--- src/rtl/ccm_mem_arbiter_pkg.sv ---
// Shared definitions for the CCM memory arbiter: FSM encoding, command
// field positions, error code values and requester indices.
package ccm_mem_arbiter_pkg;

  // Arbiter FSM states, 2-bit encoding.
  typedef enum logic [1:0] {
    ST_IDLE  = 2'd0,
    ST_GRANT = 2'd1,
    ST_ISSUE = 2'd2,
    ST_BUSY  = 2'd3
  } arb_state_e;

  // Command word layout: bit3 = write, bits2:0 = beats-1.
  localparam int CMD_W         = 4;
  localparam int ADDR_W        = 32;
  localparam int CMD_WR_BIT    = 3;
  localparam int CMD_BEATS_MSB = 2;
  localparam int CMD_BEATS_LSB = 0;
  localparam int BEAT_CNT_W    = 4;

  // Sticky error code bits.
  localparam logic [1:0] ERR_NONE    = 2'b00;
  localparam logic [1:0] ERR_BEAT    = 2'b01;
  localparam logic [1:0] ERR_TIMEOUT = 2'b10;

  // Requester slot indices.
  localparam int REQ_KERNEL = 0;
  localparam int REQ_FMAP   = 1;
  localparam int REQ_OUTPUT = 2;

  // Number of beats a command asks for (beats-1 field plus one).
  function automatic logic [BEAT_CNT_W-1:0] cmd_beats(input logic [CMD_W-1:0] cmd);
    return {1'b0, cmd[CMD_BEATS_MSB:CMD_BEATS_LSB]} + 4'd1;
  endfunction

endpackage

--- src/rtl/ccm_mem_arbiter_if.sv ---
// Requester and memory buses of the CCM arbiter. The arbiter uses the
// master view; requesters and the memory model use the slave view.
interface ccm_mem_arbiter_if
  import ccm_mem_arbiter_pkg::*;
#(
  parameter int N_REQ = 3
);
  logic [N_REQ-1:0]        req;
  logic [CMD_W*N_REQ-1:0]  req_cmd;
  logic [ADDR_W*N_REQ-1:0] req_addr;
  logic [N_REQ-1:0]        sel;
  logic [N_REQ-1:0]        req_vld;
  logic [N_REQ-1:0]        req_fin;
  logic                    mem_req;
  logic [CMD_W-1:0]        mem_cmd;
  logic [ADDR_W-1:0]       mem_addr;
  logic                    mem_vld;
  logic                    mem_fin;

  modport master (
    input  req, req_cmd, req_addr, mem_vld, mem_fin,
    output sel, req_vld, req_fin, mem_req, mem_cmd, mem_addr
  );

  modport slave (
    output req, req_cmd, req_addr, mem_vld, mem_fin,
    input  sel, req_vld, req_fin, mem_req, mem_cmd, mem_addr
  );
endinterface

--- src/rtl/ccm_mem_arbiter_rr_pick.sv ---
// Combinational round-robin selector: searches req starting one slot
// after ptr (wrapping) and returns a one-hot winner plus a valid flag.
module ccm_mem_arbiter_rr_pick #(
  parameter int N_REQ = 3,
  parameter int PW    = (N_REQ > 1) ? $clog2(N_REQ) : 1
) (
  input  logic [N_REQ-1:0] req,
  input  logic [PW-1:0]    ptr,
  output logic [N_REQ-1:0] grant,
  output logic             valid
);

  // First requesting slot at ptr+1, ptr+2, ... (mod N_REQ) wins.
  always_comb begin
    logic [PW:0]   sum;
    logic [PW-1:0] idx;
    logic          take;
    grant = {N_REQ{1'b0}};
    valid = 1'b0;
    sum   = {(PW+1){1'b0}};
    idx   = {PW{1'b0}};
    take  = 1'b0;
    for (int k = 1; k <= N_REQ; k++) begin
      sum        = {1'b0, ptr} + (PW+1)'(k);
      sum        = (sum >= (PW+1)'(N_REQ)) ? sum - (PW+1)'(N_REQ) : sum;
      idx        = sum[PW-1:0];
      take       = req[idx] & ~valid;
      grant[idx] = grant[idx] | take;
      valid      = valid | take;
    end
  end

endmodule

--- src/rtl/ccm_mem_arbiter.sv ---
// CCM memory arbiter: round-robin grant among N_REQ requesters, one
// command strobe per burst, beat counting and a BUSY watchdog with a
// sticky error code.
module ccm_mem_arbiter
  import ccm_mem_arbiter_pkg::*;
#(
  parameter int N_REQ = 3,
  parameter int TO_W  = 10
) (
  input  logic              clk,
  input  logic              rst,
  ccm_mem_arbiter_if.master bus,
  input  logic [TO_W-1:0]   cfg_timeout,
  input  logic              err_clr,
  output logic [1:0]        err_code
);

  localparam int PW = (N_REQ > 1) ? $clog2(N_REQ) : 1;
  localparam logic [PW-1:0] PTR_INIT = PW'(N_REQ - 1);

  arb_state_e              state_r, state_s;
  logic [PW-1:0]           ptr_r, ptr_s;
  logic [N_REQ-1:0]        sel_r, sel_s;
  logic                    mem_req_r, mem_req_s;
  logic [CMD_W-1:0]        mem_cmd_r, mem_cmd_s;
  logic [ADDR_W-1:0]       mem_addr_r, mem_addr_s;
  logic [BEAT_CNT_W-1:0]   beat_r, beat_s, beat_inc_s;
  logic [TO_W-1:0]         wdog_r, wdog_s;
  logic [TO_W:0]           wdog_inc_s;
  logic [1:0]              err_r, err_s, err_set_s;
  logic                    timeout_s;
  logic [N_REQ-1:0]        pick_grant_s;
  logic                    pick_valid_s;
  logic [CMD_W-1:0]        win_cmd_s;
  logic [ADDR_W-1:0]       win_addr_s;
  logic [PW-1:0]           win_idx_s;

  ccm_mem_arbiter_rr_pick #(.N_REQ(N_REQ), .PW(PW)) u_rr_pick (
    .req   (bus.req),
    .ptr   (ptr_r),
    .grant (pick_grant_s),
    .valid (pick_valid_s)
  );

  // Command, address and index of the currently granted requester.
  always_comb begin
    win_cmd_s  = {CMD_W{1'b0}};
    win_addr_s = {ADDR_W{1'b0}};
    win_idx_s  = {PW{1'b0}};
    for (int i = 0; i < N_REQ; i++) begin
      win_cmd_s  = win_cmd_s  | (sel_r[i] ? bus.req_cmd[i*CMD_W +: CMD_W]    : {CMD_W{1'b0}});
      win_addr_s = win_addr_s | (sel_r[i] ? bus.req_addr[i*ADDR_W +: ADDR_W] : {ADDR_W{1'b0}});
      win_idx_s  = win_idx_s  | (sel_r[i] ? PW'(i) : {PW{1'b0}});
    end
  end

  // Saturating beat count including this cycle's beat; watchdog including this cycle.
  always_comb begin
    beat_inc_s = (beat_r == {BEAT_CNT_W{1'b1}}) ? beat_r : beat_r + {{(BEAT_CNT_W-1){1'b0}}, bus.mem_vld};
    wdog_inc_s = {1'b0, wdog_r} + {{TO_W{1'b0}}, 1'b1};
    timeout_s  = (cfg_timeout != {TO_W{1'b0}}) && (wdog_inc_s == {1'b0, cfg_timeout});
  end

  // Next-state and next-register logic. MEM_FIN beats the watchdog when both occur together.
  always_comb begin
    state_s    = state_r;
    ptr_s      = ptr_r;
    sel_s      = sel_r;
    mem_req_s  = 1'b0;
    mem_cmd_s  = mem_cmd_r;
    mem_addr_s = mem_addr_r;
    beat_s     = beat_r;
    wdog_s     = wdog_r;
    err_set_s  = ERR_NONE;
    case (state_r)
      ST_IDLE: begin
        if (pick_valid_s) begin
          sel_s   = pick_grant_s;
          state_s = ST_GRANT;
        end else begin
          sel_s   = {N_REQ{1'b0}};
          state_s = ST_IDLE;
        end
      end
      ST_GRANT: begin
        mem_cmd_s  = win_cmd_s;
        mem_addr_s = win_addr_s;
        beat_s     = {BEAT_CNT_W{1'b0}};
        wdog_s     = {TO_W{1'b0}};
        state_s    = ST_ISSUE;
      end
      ST_ISSUE: begin
        mem_req_s = 1'b1;
        state_s   = ST_BUSY;
      end
      ST_BUSY: begin
        beat_s = beat_inc_s;
        wdog_s = wdog_inc_s[TO_W-1:0];
        if (bus.mem_fin) begin
          err_set_s = (beat_inc_s != cmd_beats(mem_cmd_r)) ? ERR_BEAT : ERR_NONE;
          sel_s     = {N_REQ{1'b0}};
          ptr_s     = win_idx_s;
          state_s   = ST_IDLE;
        end else if (timeout_s) begin
          err_set_s = ERR_TIMEOUT;
          sel_s     = {N_REQ{1'b0}};
          ptr_s     = win_idx_s;
          state_s   = ST_IDLE;
        end else begin
          state_s = ST_BUSY;
        end
      end
      default: begin
        sel_s   = {N_REQ{1'b0}};
        state_s = ST_IDLE;
      end
    endcase
    // A bit being set this cycle survives a simultaneous clear.
    err_s = (err_clr ? ERR_NONE : err_r) | err_set_s;
  end

  // FSM state register.
  always_ff @(posedge clk or posedge rst) begin
    if (rst) begin
      state_r <= ST_IDLE;
    end else begin
      state_r <= state_s;
    end
  end

  // Datapath and output registers.
  always_ff @(posedge clk or posedge rst) begin
    if (rst) begin
      ptr_r      <= PTR_INIT;
      sel_r      <= {N_REQ{1'b0}};
      mem_req_r  <= 1'b0;
      mem_cmd_r  <= {CMD_W{1'b0}};
      mem_addr_r <= {ADDR_W{1'b0}};
      beat_r     <= {BEAT_CNT_W{1'b0}};
      wdog_r     <= {TO_W{1'b0}};
      err_r      <= ERR_NONE;
    end else begin
      ptr_r      <= ptr_s;
      sel_r      <= sel_s;
      mem_req_r  <= mem_req_s;
      mem_cmd_r  <= mem_cmd_s;
      mem_addr_r <= mem_addr_s;
      beat_r     <= beat_s;
      wdog_r     <= wdog_s;
      err_r      <= err_s;
    end
  end

  assign bus.sel      = sel_r;
  assign bus.mem_req  = mem_req_r;
  assign bus.mem_cmd  = mem_cmd_r;
  assign bus.mem_addr = mem_addr_r;
  assign bus.req_vld  = {N_REQ{bus.mem_vld}} & sel_r;
  assign bus.req_fin  = {N_REQ{bus.mem_fin}} & sel_r;
  assign err_code     = err_r;

endmodule

--- src/flat_wrapper.sv ---
// flat-port wrapper written by rule: the top's interface ports become plain ports
module ccm_mem_arbiter_flat import ccm_mem_arbiter_pkg::*;
#(
  parameter int N_REQ = 3,
  parameter int TO_W  = 10
)
  (clk, rst, cfg_timeout, err_clr, err_code, bus_req, bus_req_cmd, bus_req_addr, bus_mem_vld, bus_mem_fin, bus_sel, bus_req_vld, bus_req_fin, bus_mem_req, bus_mem_cmd, bus_mem_addr);
  ccm_mem_arbiter_if #(.N_REQ(N_REQ)) bus_i ();
  input  logic clk;
  input  logic rst;
  input  logic [TO_W-1:0] cfg_timeout;
  input  logic err_clr;
  output logic [1:0] err_code;
  input wire logic [$bits(bus_i.req)-1:0] bus_req;
  input wire logic [$bits(bus_i.req_cmd)-1:0] bus_req_cmd;
  input wire logic [$bits(bus_i.req_addr)-1:0] bus_req_addr;
  input wire logic [$bits(bus_i.mem_vld)-1:0] bus_mem_vld;
  input wire logic [$bits(bus_i.mem_fin)-1:0] bus_mem_fin;
  output wire logic [$bits(bus_i.sel)-1:0] bus_sel;
  output wire logic [$bits(bus_i.req_vld)-1:0] bus_req_vld;
  output wire logic [$bits(bus_i.req_fin)-1:0] bus_req_fin;
  output wire logic [$bits(bus_i.mem_req)-1:0] bus_mem_req;
  output wire logic [$bits(bus_i.mem_cmd)-1:0] bus_mem_cmd;
  output wire logic [$bits(bus_i.mem_addr)-1:0] bus_mem_addr;
  assign bus_i.req = bus_req;
  assign bus_i.req_cmd = bus_req_cmd;
  assign bus_i.req_addr = bus_req_addr;
  assign bus_i.mem_vld = bus_mem_vld;
  assign bus_i.mem_fin = bus_mem_fin;
  assign bus_sel = bus_i.sel;
  assign bus_req_vld = bus_i.req_vld;
  assign bus_req_fin = bus_i.req_fin;
  assign bus_mem_req = bus_i.mem_req;
  assign bus_mem_cmd = bus_i.mem_cmd;
  assign bus_mem_addr = bus_i.mem_addr;
  ccm_mem_arbiter #(.N_REQ(N_REQ), .TO_W(TO_W)) u_core (.clk(clk), .rst(rst), .bus(bus_i), .cfg_timeout(cfg_timeout), .err_clr(err_clr), .err_code(err_code));
endmodule
--- config.mk ---
export PLATFORM = sky130hd
export DESIGN_NAME = ccm_mem_arbiter_flat
export DESIGN_NICKNAME = d
export VERILOG_FILES = /design/src/rtl/ccm_mem_arbiter_pkg.sv /design/src/rtl/ccm_mem_arbiter_if.sv /design/src/rtl/ccm_mem_arbiter_rr_pick.sv /design/src/rtl/ccm_mem_arbiter.sv /design/src/flat_wrapper.sv
export SDC_FILE = /design/constraint.sdc
export NUM_CORES = 1
export LEC_CHECK = 0
export CORE_MARGIN = 2
export CORE_UTILIZATION = 35
export DETAILED_ROUTE_END_ITERATION = 6
export PLACE_DENSITY = 0.7
export SYNTH_ARGS = -nofsm -noshare
export SYNTH_HDL_FRONTEND = slang
export SYNTH_SLANG_ARGS = --single-unit
--- constraint.sdc ---
create_clock -name clk -period 7.1 [get_ports clk]
set_input_delay 1.42 -clock clk [delete_from_list [all_inputs] [get_ports clk]]
set_output_delay 1.42 -clock clk [all_outputs]
set_load 0.02 [all_outputs]
Yosys cells after proc, flatten, opt, wreduce, memory -nomap -nowiden:

Cells that the tools add are included.
W data, S select, Z words.

* logic and storage cells: 113
* input port bits: 126
* register bits after elaboration: 60

* multiplexer cells: 50
* magnitude comparators: 9
* eq/ne operators: 7
* reduce and logical (&&, ||, !) cells: 11
* add/sub/neg operators: 9
* bitwise operators: 18

Operator list (count)
* $mux W32: 3
* $or A32 B32 Y32: 2
* $mux W2: 12
* $pmux W10 S2: 1
* $mux W4: 4
* $mux W1: 13
* $bmux W1 S2: 6
* $add A10 B1 Y11 const B: 1
* $eq A11 B10 Y1: 1
* $reduce_bool A10 Y1: 1
* $and A3 B3 Y3: 3
* $ge A3 B2 Y1 const B: 3
* $lt A2 B3 Y1 const B: 3
* $mux W3: 3
* $or A4 B4 Y4: 2
* $pmux W2 S4: 1
* $pmux W4 S2: 1
* $add A2 B2 Y3 const B: 2
* $bwmux W3: 2
* $demux W1 S2: 3
* $ge A2 B1 Y1 const B: 3
* $pmux W3 S2: 1
* $reduce_bool A2 Y1: 3
* $sub A2 B2 Y2 const B: 3
* 15 further kinds: 27

Longest topological paths before layout:

Gate-level depths: netlist of run 1.

* depth after elaboration: 18
* gate-level depth with buffers: 9
* mapped depth without buffers: 8

Cells and area by module:

Synthesis of run 1 repeated with hierarchy kept, for this count alone.

* cells, all modules: 430
* area total of the unflattened synthesis: 3777.4 µm²

By module, submodules not included
* ccm_mem_arbiter: area an instance 3460.8 µm², cells each 385, times used 1, seq. area each 1502.7 µm²
* ccm_mem_arbiter_rr_pick: area an instance 316.6 µm², cells each 45, times used 1, seq. area each 0.0 µm²

Worst setup path before layout of run 1:

OpenSTA, ideal clock, no wires.

* path type: in2out
* start point: input bus_mem_fin
* end point: output bus_req_fin[1]
* data arrival time: 1.912 ns
* buffers on the path: 1
* data required time: 5.680 ns
* slack: 3.768 ns
* stages: 2
* path through: clkbuf_1 > and2_1

* word-level cells in the longest chain between the ends: 1

RTL lines
* start, declared: RTL line flat_wrapper.sv:18 `input wire logic [$bits(bus_i.mem_fin)-1:0] bus_mem_fin;`
* $and A3 B3 Y3: RTL line ccm_mem_arbiter.sv:159 `assign bus.req_fin = {N_REQ{bus.mem_fin}} & sel_r;`
* end, declared: RTL line flat_wrapper.sv:21 `output wire logic [$bits(bus_i.req_fin)-1:0] bus_req_fin;`

No other way between the ends.

Worst setup path in the final report of run 1:

* start point: input bus_mem_fin
* end point: output bus_req_fin[0]

Same word-level chain as after synthesis.

==> results of run 1 <==
sequential cells by signal (all words and copies together) (netlist names):
signal	count
u_core.bus.mem_addr	32
u_core.beat_r	4
u_core.ptr_r	2
u_core.state_r	2
u_core.wdog_r	10
u_core.bus.mem_cmd	4
u_core.bus.mem_req	1
u_core.bus.sel	3
u_core.err_code	2
power groups by stage:
stage | clock, mW | sequential, mW | combinational (mW)
2_1_floorplan | 0 | 0.723 | 0.548
3_3_place_gp | 0 | 0.588 | 1.14
3_5_place_dp | 0 | 0.592 | 1.15
4_1_cts | 0.293 | 0.592 | 1.16
5_1_grt | 0.309 | 0.611 | 1.26
6_report | 0.283 | 0.592 | 1.15
placed cells by master (no fill, tap or decap), types with 5 or more instances in the layout:
cell and n:
o21ai_0 20, xor2_1 10, a21oi_1 44, xnor2_1 10, o211ai_1 5, a222oi_1 36
ha_1 11, clkbuf_8 11, dfrtp_1 59, nand2_1 27, a31oi_1 6, nor2_1 47
nand3_1 7, mux2i_1 6, buf_4 5, and2_1 7, clkdlybuf4s50_1 173, inv_1 12
critical path, stage by stage:
cell and delay (ns):
clkdlybuf4s50_1 0.68, and2_1 0.20, clkdlybuf4s50_1 0.61
routing by layer:
metal | share of wire, % | wire length [µm] | up-vias | GRT usage [%]
met4 | 1.0 | 128 | 0 | 5.77
met5 | 0 | 0 | - | 0
met3 | 9.5 | 1160 | 14 | 8.96
met2 | 49 | 6020 | 149 | 35.9
li1 | - | - | 1874 | -
met1 | 40 | 4970 | 1866 | 24.6
worst min-delay path by stage:
stage	to	cells past startpoint
2_1_floorplan	u_core.wdog_r[9]$_DFFE_PP0P_	1
3_3_place_gp	u_core.err_code[0]$_DFF_PP0_	1
3_5_place_dp	u_core.err_code[0]$_DFF_PP0_	1
4_1_cts	u_core.err_code[0]$_DFF_PP0_	1
5_1_grt	u_core.err_code[0]$_DFF_PP0_	1
6_report	u_core.err_code[0]$_DFF_PP0_	1
cell type report:
class                      instances  area, µm²
fill                             964       4640
multi-input combinational        302       2060
timing repair buffer             178       1770
sequential                        60       1500
tap                              136        170
clock buffer                      11        151
inverter                          13       48.8
clock inverter                     4       25.0
through the flow:
step                utilization, %  instances
detailed placement            53.5        689
floorplan                        -        409
global route                  55.2        704
CTS                           55.2        704
finish                        55.2        704
global placement              53.5        689
kinds of logic (layout without fill, tap and decap cells):
| group | Yosys count | in the layout | share of synthesized area, % |
|---|---|---|---|
| compound gates | 138 | 138 | 27.1 |
| xor+xnor | 20 | 20 | 4.65 |
| fa+ha+maj | 12 | 12 | 3.99 |
| buf+inv | 47 | 206 | 5.45 |
| flops | 60 | 60 | 39.9 |
| mux | 8 | 8 | 2.19 |
| simple gates | 124 | 124 | 16.7 |
==> summary.md, run 1 <==
| Metric | Value |
|---|---|
| Asr flop ratio synth | 100% |
| Antenna Nets Post-Route | 0 |
| Crit. Startpoint | bus_mem_fin |
| Die area | between 10000 and 15000 µm² |
| Root Driver | clkbuf_8 |
| Pwr/cell area | 354 nW/µm² |
| Ant. Diodes | 0 |
| Sequential element share of the synthesized area | 39.9% |
| Clock skew | roughly 0.014 ns |
| Largest area contributor in the netlist | dfrtp_1 |
| Hold Path Class | reg -> reg |
| Final hold vios | 0 |
| Via density | 5.54 |
| Clk sink count | 60 |
| CP required | 5.68 ns |
| Number of buffers added on ports | ~170 |
| Max H-tree Level | 3 |
| Max Cap Violations | 0 |
| Row count | 37 |
| Hold Buf Count CTS | 0 |
| Synth cell types | 59 |
| Post-synthesis cell count | 409 |
| Dpl ws | 2.77 ns |
| Pint | 1.15 mW |
| Top post-synthesis cells by area | dfrtp_1, a222oi_1, a21oi_1, nor2_1, ha_1 |
| Seq pwr share | 29.2% |
| Final worst slack | 2.76 ns |
| Fmax | approximately 0.23 GHz |
| Worst hold slack | 0.488 ns |
| Combinational power share | 56.8% |
| Reg2Reg Capture Point | u_core.bus.sel[0]$_DFFE_PP0P_ |
| GRT Resource Usage Total | 21.2% |
| Core area | 10400 µm² |
| Via Count | 3903 |
| Wire per inst | between 15 and 20 µm |
| R2r startpoint | u_core.ptr_r[1]$_DFFE_PP1P_ |
| Crit path DAT | 2.92 ns |
| Detailed router's first-iteration violation count | 230 |
| Drt pass-1 iters | 7 |
| Commonest cells post-synth | dfrtp_1, nor2_1, a21oi_1, a222oi_1, nand2_1 |
| Main synth FF type | dfrtp_1 |
| Yosys Warn Count | 0 |
| Share of cells above drive strength 1 | 5.81% |
| Leak pwr | 2.26 nW |
| Post-synth EDFFs | 0 |
| Mapped Avg Cell Area | 9.21 µm² |
| Final HPWL DP | 8.64 mm |
| CP Class | in -> out |
| Vias in the first global route | 4018 |
| # IOs | between 150 and 200 |
| Final instance area | 5730 µm² |
| Net count, final | around 700 |
| Routed wire length | between 10 and 15 mm |
| Violated checks | DRC |
| Largest net degree at the start of global routing | 76 |
| NetSw | 0.881 mW |
| VDD IR max | 0.000176 V |
| Hold path startpoint | u_core.err_code[0]$_DFF_PP0_ |
| End point of the critical path | bus_req_fin[0] |
| Worst setup EP type | primary output |
| Post-placement cell area | between 5000 and 6000 µm² |
| Clock network power share | 14.0% |
| Crit path time final | 4.34 ns |
| RSZ-0062 raised after global routing | false |
| CTS clk-pin slew, worst paths | 0.07 ns |
| Overflow after GRT | 0 |
| Cts bufs inserted | 9 |
| Status | finished, violations left |
| Area Overhead vs Synth | 52.1% |
| Remaining DRCs | 2 |
| Die width | 108 µm |
| Share of Yosys cell area claimed by the top area cell type | 39.2% |
| Worst-Margin Slew | between 0.7 and 0.8 ns |
| Clock Latency Late Sink | 0.34 ns |
| Mapped Area | ~3800 µm² |
| # setup viols final | 0 |
| PnR Total Power | 2.03 mW |
| Initial Util | a little over a third |
| Period utilization | between 60% and 70% |
| Flops & latches, synth | 60 |
| Worst-path fanout max | 9 |
| Initial antenna violation count | 0 |
| CTS resizes | 0 |
| Switch share | roughly 43% |
| Setup bufs post-CTS | 0 |
| Max Transition Viols Final | 0 |
| CTS tree | done |
| Die H | 108 µm |
| Post-route setup TNS | 0 ns |
| GP Congestion | just under 0.9 |
| Slew Limit Headroom | 46.9% |
| Top-count cell post-synth | dfrtp_1 |
| Bufs on Longest Clock Path | 2 |
| Net Count, Synth | around 550 |
| Reg2reg setup slack | 4.26 ns |
| First-pass GRT wire length | 19.4 mm |
| CP Launch Type | input pin |
| R2R depth | 8 |
(Power assumes the default switching activity.)
==> run 2: changes to the inputs <==
- PLACE_DENSITY: 0.7 -> 0.72
- clock period: 7.1 -> 3.8 ns (I/O delays scaled with it)
==> summary.md, run 2 (synthesized netlist as in run 1, its figures left out) <==
| Metric | Value |
|---|---|
| GRT Resource Usage Total | between 20% and 30% |
| Clock Latency Late Sink | 0.34 ns |
| Violated checks | DRC |
| Detailed router's first-iteration violation count | around 360 |
| Crit-path leading delay family | buffers and inverters |
| CP dominant cell by count | clkdlybuf4s50_1 |
| Drt pass-1 iters | 7 |
| Die area | 11600 µm² |
| Slowest cell on the critical path | clkdlybuf4s50_1 |
| Via Count | approximately 4000 |
| Initial Util | 36.3% |
| Final worst slack | 0.794 ns |
| Die H | 108 µm |
| Fmax | 0.333 GHz |
| Register area | 1500 µm² |
| # setup viols final | 0 |
| Row count | 37 |
| Remaining DRCs | 2 |
| Worst setup EP type | primary output |
| Multi-input logic area | just over 2000 µm² |
| Critical-path cell list | clkdlybuf4s50_1 -> and2_1 -> clkdlybuf4s50_1 |
| Setup bufs post-CTS | 0 |
| CP Launch Type | input pin |
| CP max stage delay | around 0.67 ns |
| Wire per inst | 17.6 µm |
| GP Congestion | 0.902 |
| Routed wire length | 12.4 mm |
| Leak pwr | about 2.3 nW |
| Root Driver | clkbuf_8 |
| VDD IR max | 0.000397 V |
| Dpl ws | 0.810 ns |
| Hold Path Class | reg -> reg |
| Ant. Diodes | 0 |
| CTS clk-pin slew, worst paths | 0.07 ns |
| Crit path DAT | 2.25 ns |
| Fillers | 966 |
| Max reg flops | 32 |
| Largest net degree at the start of global routing | 60 |
| Max Transition Viols Final | 0 |
| Pwr/cell area | 660 nW/µm² |
| CP Class | in -> out |
| Final hold vios | 0 |
| Buf+Inv Stages, Crit Path | 2 |
| Share of cells above drive strength 1 | 5.80% |
| CP required | about 3.0 ns |
| First-pass GRT wire length | 19.5 mm |
| CTS tree | done |
| Vias in the first global route | 3947 |
| # IOs | 174 |
| Slew Limit Headroom | between 30% and 40% |
| Core area | 10400 µm² |
| Antenna Nets Post-Route | 0 |
| Clk sink count | 60 |
| Die width | 108 µm |
| RSZ-0062 raised after global routing | false |
| Area Overhead vs Synth | 52.5% |
| Period utilization | between 70% and 80% |
| Overflow after GRT | 0 |
| Cts bufs inserted | 9 |
| Via density | ~5.6 |
| Clock skew | 0.0187 ns |
| Hold Buf Count CTS | 0 |
| Number of buffers added on ports | 173 |
| Status | finished, violations left |
| Final HPWL DP | 8.93 mm |
| Initial antenna violation count | 0 |
| Max H-tree Level | 3 |
| CTS resizes | 0 |
| Worst-path fanout max | 9 |
| Max Cap Violations | 0 |
| Most frequent cells in the layout | clkdlybuf4s50_1, dfrtp_1, nor2_1, a21oi_1, a222oi_1 |
| Bufs on Longest Clock Path | 2 |
| Net count, final | 702 |
| Post-route setup TNS | 0 ns |
| Worst-Margin Slew | slightly above 0.9 ns |
| Most common cell after layout, fill and taps aside | clkdlybuf4s50_1 |
| Crit path time final | 3.01 ns |
run 2: final cells by class:
cell class                      instances  area share (%)
Sequential cell                        60            26.2
Clock inverter                          6           0.872
Clock buffer                           10            2.22
Timing Repair Buffer                  178            31.0
Tap cell                              136            2.96
Inverter                               13           0.850
Multi-Input combinational cell        302            35.9
run 2: path summary, 6_finish.rpt:
check | startpoint | to | slack [ns] | depth (start not counted)
worst max-delay path | bus_mem_fin | bus_req_fin[2] | 0.79 | 3
worst min-delay path | u_core.err_code[0]$_DFF_PP0_ | u_core.err_code[0]$_DFF_PP0_ | 0.52 | 1
worst max register to register | u_core.ptr_r[0]$_DFFE_PP0P_ | u_core.bus.sel[0]$_DFFE_PP0P_ | 0.93 | 8
worst min register to register | u_core.err_code[0]$_DFF_PP0_ | u_core.err_code[0]$_DFF_PP0_ | 0.52 | 1
max in group asynchronous | rst | u_core.ptr_r[1]$_DFFE_PP1P_ | 2.66 | 3
min in group asynchronous | rst | u_core.bus.mem_addr[28]$_DFFE_PP0P_ | 0.59 | 2
run 2: power by group:
part | internal (mW) | total, mW | switching [mW]
logic | 0.970 | 2.13 | 1.15
registers | 0.909 | 1.14 | 0.234
clock network | 0.242 | 0.523 | 0.280
total | 2.12 | 3.79 | 1.67
run 2: routing by layer:
metal,global-route usage [%],vias up,wire length (µm)
met1,25.3,1885,5140
met3,7.93,10,1180
li1,-,1882,-
met4,4.76,0,156
met2,35.8,169,5950
met5,0,-,0
run 2: worst register-to-register path, cell delays in order (launching register included):
cell and delay [ns]:
dfrtp_1 0.46, inv_1 0.18, ha_1 0.58, mux2_2 0.39, a21oi_1 0.18, or3b_2 0.47, nor3b_1 0.18, a32oi_1 0.20
o21ai_0 0.10
run 2: through the flow:
step	cell area, µm²	power [mW]	hold WS, ns	std cells	utilization [%]
2_1_floorplan	3770	2.38	0.481	409	-
3_3_place_gp	5560	3.22	0.491	689	53.7
3_5_place_dp	5560	3.26	0.502	689	53.7
4_1_cts	5740	3.81	0.523	705	55.4
5_1_grt	5740	4.07	0.538	705	55.4
6_report	5740	3.79	0.518	705	55.4
